File: src/rtl/btb_update_ctrl.sv
// Branch-predictor update controller: two resolved-branch requesters feed a small
// FIFO of mispredict updates, which drains one predictor write per cycle.
module btb_update_ctrl #(
  parameter int unsigned DEPTH = 4
) (
  input  logic                     clk,
  input  logic                     rst_n,
  input  logic                     flush_i,
  input  logic                     stall_i,
  input  logic                     req0_valid_i,
  output logic                     req0_ready_o,
  input  logic                     req0_mispredict_i,
  input  logic                     req0_taken_i,
  input  logic [31:0]              req0_pc_i,
  input  logic [31:0]              req0_target_i,
  input  logic                     req1_valid_i,
  output logic                     req1_ready_o,
  input  logic                     req1_mispredict_i,
  input  logic                     req1_taken_i,
  input  logic [31:0]              req1_pc_i,
  input  logic [31:0]              req1_target_i,
  output logic                     upd_miss_o,
  output logic                     upd_taken_o,
  output logic [31:0]              upd_addr_o,
  output logic [31:0]              upd_target_o,
  output logic [$clog2(DEPTH):0]   count_o,
  output logic [15:0]              upd_cnt_o
);

  localparam int unsigned AW = $clog2(DEPTH);
  localparam int unsigned CW = AW + 1;

  typedef struct packed {
    logic        taken;
    logic [31:0] pc;
    logic [31:0] target;
  } entry_t;

  entry_t          mem [DEPTH];
  logic [AW-1:0]   rd_ptr;
  logic [AW-1:0]   wr_ptr;
  logic [CW-1:0]   count;
  logic            rr;

  logic [CW-1:0]   free;
  logic            conflict;
  logic            enq0;
  logic            enq1;
  logic            pop;
  logic [CW-1:0]   n_enq;
  entry_t          head;

  assign count_o = count;
  assign head    = mem[rd_ptr];

  // Ready arbitration from pre-pop occupancy; single free slot goes to rr on a tie.
  always_comb begin
    free         = CW'(DEPTH) - count;
    req0_ready_o = 1'b0;
    req1_ready_o = 1'b0;
    conflict     = 1'b0;
    if (rst_n && !flush_i) begin
      if (free >= CW'(2)) begin
        req0_ready_o = 1'b1;
        req1_ready_o = 1'b1;
      end else if (free == CW'(1)) begin
        if (req0_valid_i && req1_valid_i) begin
          conflict     = 1'b1;
          req0_ready_o = !rr;
          req1_ready_o = rr;
        end else begin
          req0_ready_o = req0_valid_i;
          req1_ready_o = req1_valid_i;
        end
      end
    end
  end

  always_comb begin
    enq0  = req0_valid_i && req0_ready_o && req0_mispredict_i;
    enq1  = req1_valid_i && req1_ready_o && req1_mispredict_i;
    pop   = (count != '0) && !stall_i && !flush_i;
    n_enq = CW'(enq0) + CW'(enq1);
  end

  // Storage is not reset; req0 lands ahead of req1 when both enqueue.
  always_ff @(posedge clk) begin
    if (enq0)
      mem[wr_ptr] <= '{taken: req0_taken_i, pc: req0_pc_i, target: req0_target_i};
    if (enq1)
      mem[enq0 ? wr_ptr + AW'(1) : wr_ptr] <=
        '{taken: req1_taken_i, pc: req1_pc_i, target: req1_target_i};
  end

  always_ff @(posedge clk or negedge rst_n) begin
    if (!rst_n) begin
      rd_ptr       <= '0;
      wr_ptr       <= '0;
      count        <= '0;
      rr           <= 1'b0;
      upd_miss_o   <= 1'b0;
      upd_taken_o  <= 1'b0;
      upd_addr_o   <= '0;
      upd_target_o <= '0;
      upd_cnt_o    <= '0;
    end else if (flush_i) begin
      rd_ptr     <= '0;
      wr_ptr     <= '0;
      count      <= '0;
      upd_miss_o <= 1'b0;
    end else begin
      wr_ptr     <= wr_ptr + AW'(n_enq);
      rd_ptr     <= rd_ptr + AW'(pop);
      count      <= count + n_enq - CW'(pop);
      upd_miss_o <= pop;
      if (conflict)
        rr <= !rr;
      if (pop) begin
        upd_taken_o  <= head.taken;
        upd_addr_o   <= head.pc;
        upd_target_o <= head.target;
        if (upd_cnt_o != 16'hFFFF)
          upd_cnt_o <= upd_cnt_o + 16'd1;
      end
    end
  end

endmodule
File: config.mk
export PLATFORM = sky130hd
export DESIGN_NAME = btb_update_ctrl
export DESIGN_NICKNAME = d
export VERILOG_FILES = /design/src/rtl/btb_update_ctrl.sv
export SDC_FILE = /design/constraint.sdc
export NUM_CORES = 1
export LEC_CHECK = 0
export ABC_CLOCK_PERIOD_IN_PS = 9090
export CAP_MARGIN = 15
export CORE_AREA = 2 2 176 178
export CTS_CLUSTER_SIZE = 25
export DETAILED_ROUTE_END_ITERATION = 8
export DIE_AREA = 0 0 178 180
export PLACE_DENSITY = 0.77
export SETUP_SLACK_MARGIN = 0.05
export SYNTH_ARGS = -nofsm -noshare
export SYNTH_HDL_FRONTEND = slang
export SYNTH_SLANG_ARGS = --single-unit
File: constraint.sdc
create_clock -name clk -period 9.09 [get_ports clk]
set_input_delay 1.818 -clock clk [delete_from_list [all_inputs] [get_ports clk]]
set_output_delay 1.818 -clock clk [all_outputs]
set_load 0.01 [all_outputs]
==> results.md, run 1 <==
- Placed wire-length estimate: slightly above 20000 um
- Port-buffer cells: roughly 220
- Post-CTS setup buffers: 0
- Overall routing resource usage: between 20% and 30%
- RePlAce Congestion: 0.788
- Setup TNS: 0 ns
- Post-Synth XOR/XNOR Area: under 10%
- Via-to-Cell Ratio: 5.82
- Max IR drop VDD: ~0.14 mV
- Synth Register Bits: 350
- Largest family of logic cells by synthesized area: multiplexers
- DR DRC count: 0
- Full die area: 32000 um^2
- Setup Skew: ~0.024 ns
- RSZ-0062 raised after global routing: no
- DR iter-0 viols: slightly below 700
- Most used cell, CP: buf_4
- Gr ovfl total: 0
- Worst reg2reg setup slack: roughly 4.7 ns
- Post-route ant nets: 0
- Final Power: between 4000 and 5000 uW
- CP top delay family: buffers and inverters
- Lkg Pwr: about 0.0070 uW
- Register area share after synthesis: between 60 and 70%
- Critical-path top delay cell: buf_4
- Startpoint Class: primary input
- Worst Setup End Kind: output port
- Status: finished clean
- CP Data Arrival Time: 3.97 ns
- Routed met1 length: ~15000 um
- Tmin final: just under 6 ns
- Die Y: approximately 180 um
- Peak Freq: 173 MHz
- Mux cell area share after synthesis: 31.2%
- Initial antenna violation count: 4
- Post-place setup slack: 3.18 ns
- CTS tree: built
- Post-synthesis cell area: around 16000 um^2
- Compound-gate portion of the synthesized area: 0.738%
- Worst stage delay on the critical path: 0.72 ns
- Sink Count: 350
- Met3 WL: 2450 um
- Final WS setup: 3.30 ns
- Total wire length: 36600 um
- Tcrit/Tclk final: 63.7%
- Post-synth EDFFs: between 200 and 300
- Synth async-reset ratio: 25.7%
- Die Width: 178 um
- Insertion delay of the later-clocked pin in the worst-skew pair: between 0.5 and 0.6 ns
- Worst-margin pin slew: approximately 1.2 ns
- Hold Buf Count CTS: 0
- Drt wl/cell: approximately 23 um
- Nets: around 1300
- Largest net degree at the start of global routing: 67
- Slew headroom: 23.0%
- Average cell area after synthesis: 17.7 um^2
- CORE AREA: 30200 um^2
- Vias in the first global route: 9805
- PostCTS Resize Cnt: 0
- CTS Root Cell: clkbuf_16
- First-pass GRT wire length: roughly 56000 um
- Worst Path Max Fanout: 48
- Pre-antenna DRT Iters: 5
- Simple-Gate Fraction of Synth Area: ~2.1%
- Synth-to-layout area growth: 22.8%
- Hold Path Class: reg2reg
- Syn Nets: around 1100
- P per Cell Area: 229 nW/um^2
- Share of layout cells above drive strength 1: about two fifths
- Crit path kind: in2out
- Critical path cell sequence: buf_4 -> buf_4 -> nand2b_1 -> nor2b_1 -> clkdlybuf4s50_1
- Row count: 64
- Ys Warns: 0
- Wire length on met2: between 15000 and 20000 um
- Gate Count Post-Synth: around 930
- CP bufs+invs: 3
- Post-Synth Adder-Cell Area: under 10%
- Final hold vios: 0
- Endpoints failing setup: 0
- Final count of pins violating max slew: 0
- CTS Buf Count: 38
- Min Hold Slack: around 0.49 ns
- Commonest non-fill, non-tap cell in the layout: mux2_2
- Max Cap Viol: 0
- CTS max path bufs: 3
- Clk pin slew, worst setup/hold paths: 0.06 ns
- Vias: 9208
- Synth unique cells: 36
- Most frequent cells in the layout: mux2_2 (326), edfxtp_1 (260), clkdlybuf4s50_1 (223)
- WP data required: slightly above 7 ns
- Initial Util: between 50% and 60%
- Top_reg_cell synth: edfxtp_1
- I/O Pins: ~230
- Max layer used: met5
- H-Tree Depth: 2
[final timing paths]
check / startpoint / endpoint / depth (start not counted)
max in group asynchronous: rst_n / rd_ptr[0]$_DFF_PN0_ / 2
setup reg to reg: count_o[0]$_DFF_PN0_ / mem[2][21]$_DFFE_PP_ / 9
hold / removal: rr$_DFFE_PN0P_ / rr$_DFFE_PN0P_ / 1
min in group asynchronous: rst_n / upd_cnt_o[10]$_DFFE_PN0P_ / 1
setup / recovery: rst_n / req0_ready_o / 5
hold reg to reg: rr$_DFFE_PN0P_ / rr$_DFFE_PN0P_ / 1
[logic make-up after synthesis]
| group | count (synthesis) |
|---|---|
| muxes | 391 |
| DFF | 350 |
| and+or+nand+nor | 70 |
| buffers and inverters | 63 |
| AOI/OAI and AO/OA | 19 |
| xor gates and xnor gates | 19 |
| adders and majority gates | 16 |
[worst reg2reg max path, cell delays in order (launching register included)]
cell and delay [ns]:
dfrtp_1 0.41, inv_1 0.08, ha_1 0.20, ha_1 0.27, or3b_4 0.41, a31oi_1 0.48
a211oi_4 0.18, a21oi_4 0.89, buf_4 0.73, mux2_2 0.46
[routing by layer]
| metal | up-vias | global-route usage (%) |
|---|---|---|
| li1 | 4121 | - |
| met4 | 2 | 5.51 |
| met3 | 55 | 4.57 |
| met2 | 291 | 39.1 |
| met5 | - | 0 |
| met1 | 4739 | 31.2 |
[sequential cells by signal, summed over array words and instances, names as in the netlist]
register      flops
wr_ptr            2
mem             260
upd_taken_o       1
rr                1
upd_cnt_o        16
upd_miss_o        1
upd_addr_o       32
rd_ptr            2
upd_target_o     32
count_o           3
[power by group]
group          internal, uW  total, uW  leakage, uW  switching (uW)
combinational           660       1080      0.00299             421
sequential             1940       2070      0.00345             139
clock                   854       1480     0.000586             624
[synth_stat cells, types with 2 or more instances]
cell type / number / area share, %
nand2_1: 17 / 0.39
and3_1: 3 / 0.11
nand3_1: 6 / 0.18
xor2_1: 8 / 0.43
ha_1: 15 / 1.1
dfrtp_1: 90 / 14
buf_2: 7 / 0.21
nor4_1: 4 / 0.15
mux4_2: 65 / 8.9
xnor2_1: 11 / 0.59
nor2_1: 18 / 0.41
inv_1: 13 / 0.30
nor3_1: 6 / 0.18
a21oi_1: 10 / 0.30
nor2b_1: 5 / 0.19
clkbuf_1: 14 / 0.32
buf_4: 4 / 0.18
buf_6: 20 / 1.4
nand4_1: 3 / 0.11
buf_1: 5 / 0.11
nand2b_1: 2 / 0.076
edfxtp_1: 260 / 47
mux2_2: 326 / 22
o21ai_0: 4 / 0.12
[cell type report]
cell class / count / area [um^2]
Clock buffer: 55 / 1070
Tap cell: 396 / 495
Sequential cell: 350 / 10100
Fill cell: 2080 / 9980
Timing Repair Buffer: 235 / 2320
Antenna cell: 3 / 7.51
Multi-Input combinational cell: 515 / 6070
Inverter: 13 / 48.8
Clock inverter: 15 / 116
[stage by stage]
| stage | utilization (%) | cells | cell area (um^2) |
|---|---|---|---|
| after floorplan | - | 928 | 16500 |
| after global placement | 63.0 | 1509 | 19000 |
| after detailed placement | 63.0 | 1509 | 19000 |
| after CTS | 66.9 | 1579 | 20200 |
| after global routing | 66.9 | 1580 | 20200 |
| final | 66.9 | 1582 | 20200 |
Power figures use the tool's default switching activity.
==> inputs of run 2 (changes only) <==
- ABC_CLOCK_PERIOD_IN_PS: 9090 -> 4650
- CORE_AREA: 2 2 176 178 -> 2 2 185 187
- DIE_AREA: 0 0 178 180 -> 0 0 187 189
- PLACE_DENSITY: 0.77 -> 0.73
- clock period: 9.09 -> 4.65 ns (I/O delays scaled with it)
==> results.md, run 2 (synthesis gave the netlist of run 1 again) <==
- Flip-flop and latch area: just over 10000 um^2
- Worst Path Max Fanout: 5
- Post-Layout Cell Count: approximately 1600
- Placed wire-length estimate: around 21000 um
- Met3 WL: between 2000 and 2500 um
- Largest net degree at the start of global routing: 67
- Worst-margin pin slew: ~1.1 ns
- Largest regs: mem (260), upd_addr_o (32), upd_target_o (32)
- Initial Util: ~49%
- CTS max path bufs: 3
- Full die area: 35300 um^2
- Synth-to-layout area growth: 24.3%
- CP Data Arrival Time: just over 3 ns
- Post-route ant nets: 0
- Initial antenna violation count: 2
- Max Cap Viol: 0
- Via-to-Cell Ratio: 5.62
- WP data required: roughly 3.7 ns
- Most frequent cells in the layout: mux2_2 (326), edfxtp_1 (260), clkdlybuf4s50_1 (223)
- Total wire length: 35900 um
- Commonest non-fill, non-tap cell in the layout: mux2_2
- CTS tree: built
- Slew headroom: between 20% and 30%
- H-Tree Depth: 2
- Post-CTS setup buffers: 0
- Max layer used: met5
- Port-buffer cells: between 200 and 250
- Hold Path Class: in2async
- RSZ-0062 raised after global routing: no
- First-pass GRT wire length: 56900 um
- Tcrit/Tclk final: about 85%
- Row count: 67
- Routed met1 length: approximately 15000 um
- Multi-input logic area: ~6100 um^2
- DR DRC count: 0
- Max IR drop VDD: approximately 0.38 mV
- Overall routing resource usage: about a fifth
- Gr ovfl total: 0
- Startpoint Class: flip-flop
- DR iter-0 viols: 580
- Setup Skew: about 0.015 ns
- Nets: around 1300
- Placed Instance Area: between 15000 and 20000 um^2
- Die Width: about 190 um
- Clk pin slew, worst setup/hold paths: roughly 0.060 ns
- Peak Freq: 253 MHz
- Tmin final: around 3.9 ns
- Top reg by flops: mem
- Vias: between 9000 and 10000
- CTS Buf Count: 38
- Setup TNS: 0 ns
- P per Cell Area: 450 nW/um^2
- Die Y: between 150 and 200 um
- Crit path kind: reg2out
- Status: finished clean
- Cells on worst reg2reg path: 9
- Max reg flops: 260
- CORE AREA: 33300 um^2
- Final instance area: approximately 20000 um^2
- Worst Setup End Kind: output port
- Drt wl/cell: about 22 um
- Final count of pins violating max slew: 0
- PostCTS Resize Cnt: 0
- Wire length on met2: about 18000 um
- Post-Place Cells: around 1600
- RePlAce Congestion: slightly below 0.8
- Final hold vios: 0
- Pre-antenna DRT Iters: 6
- Fillers: between 2000 and 2500
- Insertion delay of the later-clocked pin in the worst-skew pair: 0.52 ns
- Share of layout cells above drive strength 1: roughly two fifths
- I/O Pins: ~230
- Vias in the first global route: around 10000
- Sink Count: between 300 and 400
- Hold Buf Count CTS: 0
- Final Power: a little over 9000 uW
- Final core occ: between 60% and 70%
- CTS Root Cell: clkbuf_16
- Lkg Pwr: between 0.007 and 0.008 uW
- Endpoints failing setup: 0
[run 2: cell count changes in the layout (fill, tap and decap cells not counted), sizes merged]
| cell | previous run | this run |
|---|---|---|
| clkinv | 12 | 8 |
| diode | 3 | 1 |
| clkbuf | 55 | 60 |
| inv | 15 | 13 |
| bufinv | 1 | 2 |
| buf | 12 | 17 |
[run 2: through the flow]
step | setup slack [ns] | hold slack, ns
finish | 0.704 | 0.425
global route | 0.602 | 0.448
CTS | 0.690 | 0.425
detailed placement | 0.621 | 0.486
global placement | 0.713 | 0.483
floorplan | 0.874 | 0.455
[run 2: final timing paths]
kind                                                start                         end  slack, ns
max in group asynchronous                           rst_n  upd_addr_o[22]$_DFFE_PN0P_       3.00
worst max register to register       count_o[0]$_DFF_PN0_        mem[0][21]$_DFFE_PP_       0.80
worst min-delay path                                rst_n         rd_ptr[0]$_DFF_PN0_       0.43
min in group clk                upd_cnt_o[12]$_DFFE_PN0P_   upd_cnt_o[12]$_DFFE_PN0P_       0.49
worst min register to register  upd_cnt_o[12]$_DFFE_PN0P_   upd_cnt_o[12]$_DFFE_PN0P_       0.49
worst max-delay path                 count_o[0]$_DFF_PN0_                req1_ready_o       0.70
[run 2: worst max-delay path, cell delays in order (launching register included)]
cell and delay [ns]:
dfrtp_1 0.42, inv_1 0.09, ha_1 0.20, ha_1 0.26
or3b_4 0.40, a31oi_1 0.55, nor2_1 0.08, clkdlybuf4s50_1 0.50
[run 2: power breakdown]
group,leakage [uW],switching [uW],total (uW),internal [uW]
clock network,0.000631,1180,3030,1850
logic,0.00303,824,2120,1300
registers,0.00345,268,4050,3780
[run 2: routing by layer]
metal,track usage (%),vias up
li1,-,4113
met1,28.4,4783
met2,34.7,264
met3,4.13,41
met4,4.61,2
met5,0,-
[run 2: final cells by class]
class	count	area share [%]
diodes	1	0.0122
clock buffers	60	5.76
clock inverters	10	0.477
inverters	13	0.239
multi-input cells	515	29.7
flip-flops and latches	350	49.2
well taps	448	2.74
repair buffers	240	11.8
==> inputs of run 3 (changes only) <==
- ABC_CLOCK_PERIOD_IN_PS: 4650 -> 3400
- clock period: 4.65 -> 3.4 ns (I/O delays scaled with it)
==> results.md, run 3 (synthesis gave the netlist of run 1 again) <==
- Flip-flop and latch area: roughly 10000 um^2
- Multi-input logic area: approximately 6100 um^2
- CORE AREA: approximately 33000 um^2
- Crit path kind: reg2reg
- Synth-to-layout area growth: 26.1%
- Row count: 67
- CTS Root Cell: clkbuf_16
- CP top delay family: adder cells
- Commonest non-fill, non-tap cell in the layout: mux2_2
- Largest regs: mem (260), upd_addr_o (32), upd_target_o (32)
- Worst Path Max Fanout: 5
- Max reg flops: 260
- Placed wire-length estimate: between 20000 and 25000 um
- Reg2reg start: count_o[0]$_DFF_PN0_
- Nets: around 1300
- Final Power: around 13000 uW
- Final hold vios: 0
- Max IR drop VDD: roughly 0.40 mV
- Final instance area: just over 20000 um^2
- Pre-antenna DRT Iters: 4
- Setup Skew: ~0.012 ns
- DR DRC count: 0
- Clk pin slew, worst setup/hold paths: 0.06 ns
- Critical-path top delay cell: or3b_4
- Overall routing resource usage: 21.1%
- Setup TNS: 0 ns
- Initial Util: between 40% and 50%
- Full die area: 35300 um^2
- Placed Instance Area: 19500 um^2
- RePlAce Congestion: 0.800
- Vias in the first global route: between 9000 and 10000
- Post-route ant nets: 0
- Fillers: ~2500
- Share of layout cells above drive strength 1: a little over two fifths
- CTS max path bufs: 3
- Slew headroom: between 40% and 50%
- Top reg by flops: mem
- Worst-margin pin slew: just over 0.8 ns
- Worst stage delay on the critical path: ~0.4 ns
- Post-place setup slack: slightly above 0.06 ns
- H-Tree Depth: 2
- Die Width: about 190 um
- Total wire length: 36800 um
- Most frequent cells in the layout: mux2_2 (326), edfxtp_1 (260), clkdlybuf4s50_1 (221)
- Worst reg2reg setup slack: around 0.18 ns
- Status: finished clean
- Final WS setup: about 0.18 ns
- Final core occ: between 60% and 70%
- Hold Buf Count CTS: 0
- First-pass GRT wire length: a little under 60000 um
- Endpoints failing setup: 0
- Critical path cell sequence: inv_1 -> ha_1 -> ha_1 -> or3b_4 -> a31o_4 -> nand2_4 -> inv_1 -> ha_1 -> inv_1 -> ha_1 -> inv_1 -> ha_1 -> inv_1 -> fa_2 -> xnor2_2 -> xnor2_1 -> nor2_1
- Startpoint Class: flip-flop
- Cells on worst reg2reg path: 17
- Largest net degree at the start of global routing: between 60 and 70
- Hold Path Class: in2async
- Insertion delay of the later-clocked pin in the worst-skew pair: approximately 0.51 ns
- CTS tree: built
- CTS Buf Count: 39
- Final count of pins violating max slew: 0
- CP bufs+invs: 5
- Port-buffer cells: 224
- Sink Count: between 300 and 400
- Via-to-Cell Ratio: between 5 and 6
- DR iter-0 viols: 431
- Initial antenna violation count: 2
- Worst reg2reg endpoint: count_o[2]$_DFF_PN0_
- Vias: ~9300
- Tmin final: 3.22 ns
- RSZ-0062 raised after global routing: yes
- I/O Pins: roughly 230
- Tcrit/Tclk final: a little over nine tenths
- WP data required: about 3.8 ns
- Gr ovfl total: 0
- Max Cap Viol: 0
- CP Data Arrival Time: between 3 and 4 ns
- Lkg Pwr: approximately 0.0073 uW
- Die Y: about 190 um
- Worst Setup End Kind: flip-flop
- Peak Freq: approximately 310 MHz
- Drt wl/cell: roughly 22 um
- P per Cell Area: just over 600 nW/um^2
## run 3: how the worst max path moves through the flow
stage | from | to | slack [ns] | cells after the start
after floorplan | count_o[0]$_DFF_PN0_ | mem[0][0]$_DFFE_PP_ | -0.31 | 8
after global placement | req1_valid_i | count_o[2]$_DFF_PN0_ | 0.12 | 15
after detailed placement | count_o[0]$_DFF_PN0_ | count_o[2]$_DFF_PN0_ | 0.06 | 17
after CTS | count_o[0]$_DFF_PN0_ | count_o[2]$_DFF_PN0_ | 0.05 | 17
after global routing | count_o[0]$_DFF_PN0_ | count_o[2]$_DFF_PN0_ | -0.009 | 17
final | count_o[0]$_DFF_PN0_ | count_o[2]$_DFF_PN0_ | 0.18 | 17
## run 3: timing repair
item | CTS | global route
setup buffers | 0 | 0
gates resized for setup | 1 | 4
endpoints found under the hold margin | 0 | 0
setup endpoints to repair | 1 | 2
## run 3: per-layer routing
metal / routed length (um) / global-route usage, % / up-vias
li1: - / - / 4181
met1: 15400 / 27.5 / 4740
met2: 18400 / 36.4 / 290
met3: 2430 / 4.50 / 43
met4: 568 / 4.85 / 0
met5: 0 / 0 / -
## run 3: area by class of cell
cell class / count / area share (%)
Timing Repair Buffer: 261 / 13.1
Clock inverter: 9 / 0.211
Clock buffer: 61 / 5.79
Inverter: 13 / 0.235
Tap cell: 448 / 2.70
Antenna cell: 2 / 0.0241
Sequential cell: 350 / 48.5
Multi-Input combinational cell: 515 / 29.4
## run 3: worst register-to-register path: cells and delay by family, from the launching register on
family | cells | cell delay, ns
buffers and inverters | 5 | 0.25
AND/OR/NAND/NOR | 3 | 0.53
flip-flops | 1 | 0.33
adder cells (fa/ha/maj) | 6 | 1.47
XOR/XNOR | 2 | 0.27
AO/OA/AOI/OAI | 1 | 0.25
## run 3: power breakdown
group          internal [uW]  switching (uW)  total (uW)
clock network           2420            1630        4040
logic                   1850            1190        3030
registers               5170             340        5510
## run 3: metrics by stage
step	hold slack (ns)	std cells
detailed placement	0.485	1587
CTS	0.281	1657
global placement	0.480	1587
floorplan	0.384	928
finish	0.282	1659
global route	0.307	1658
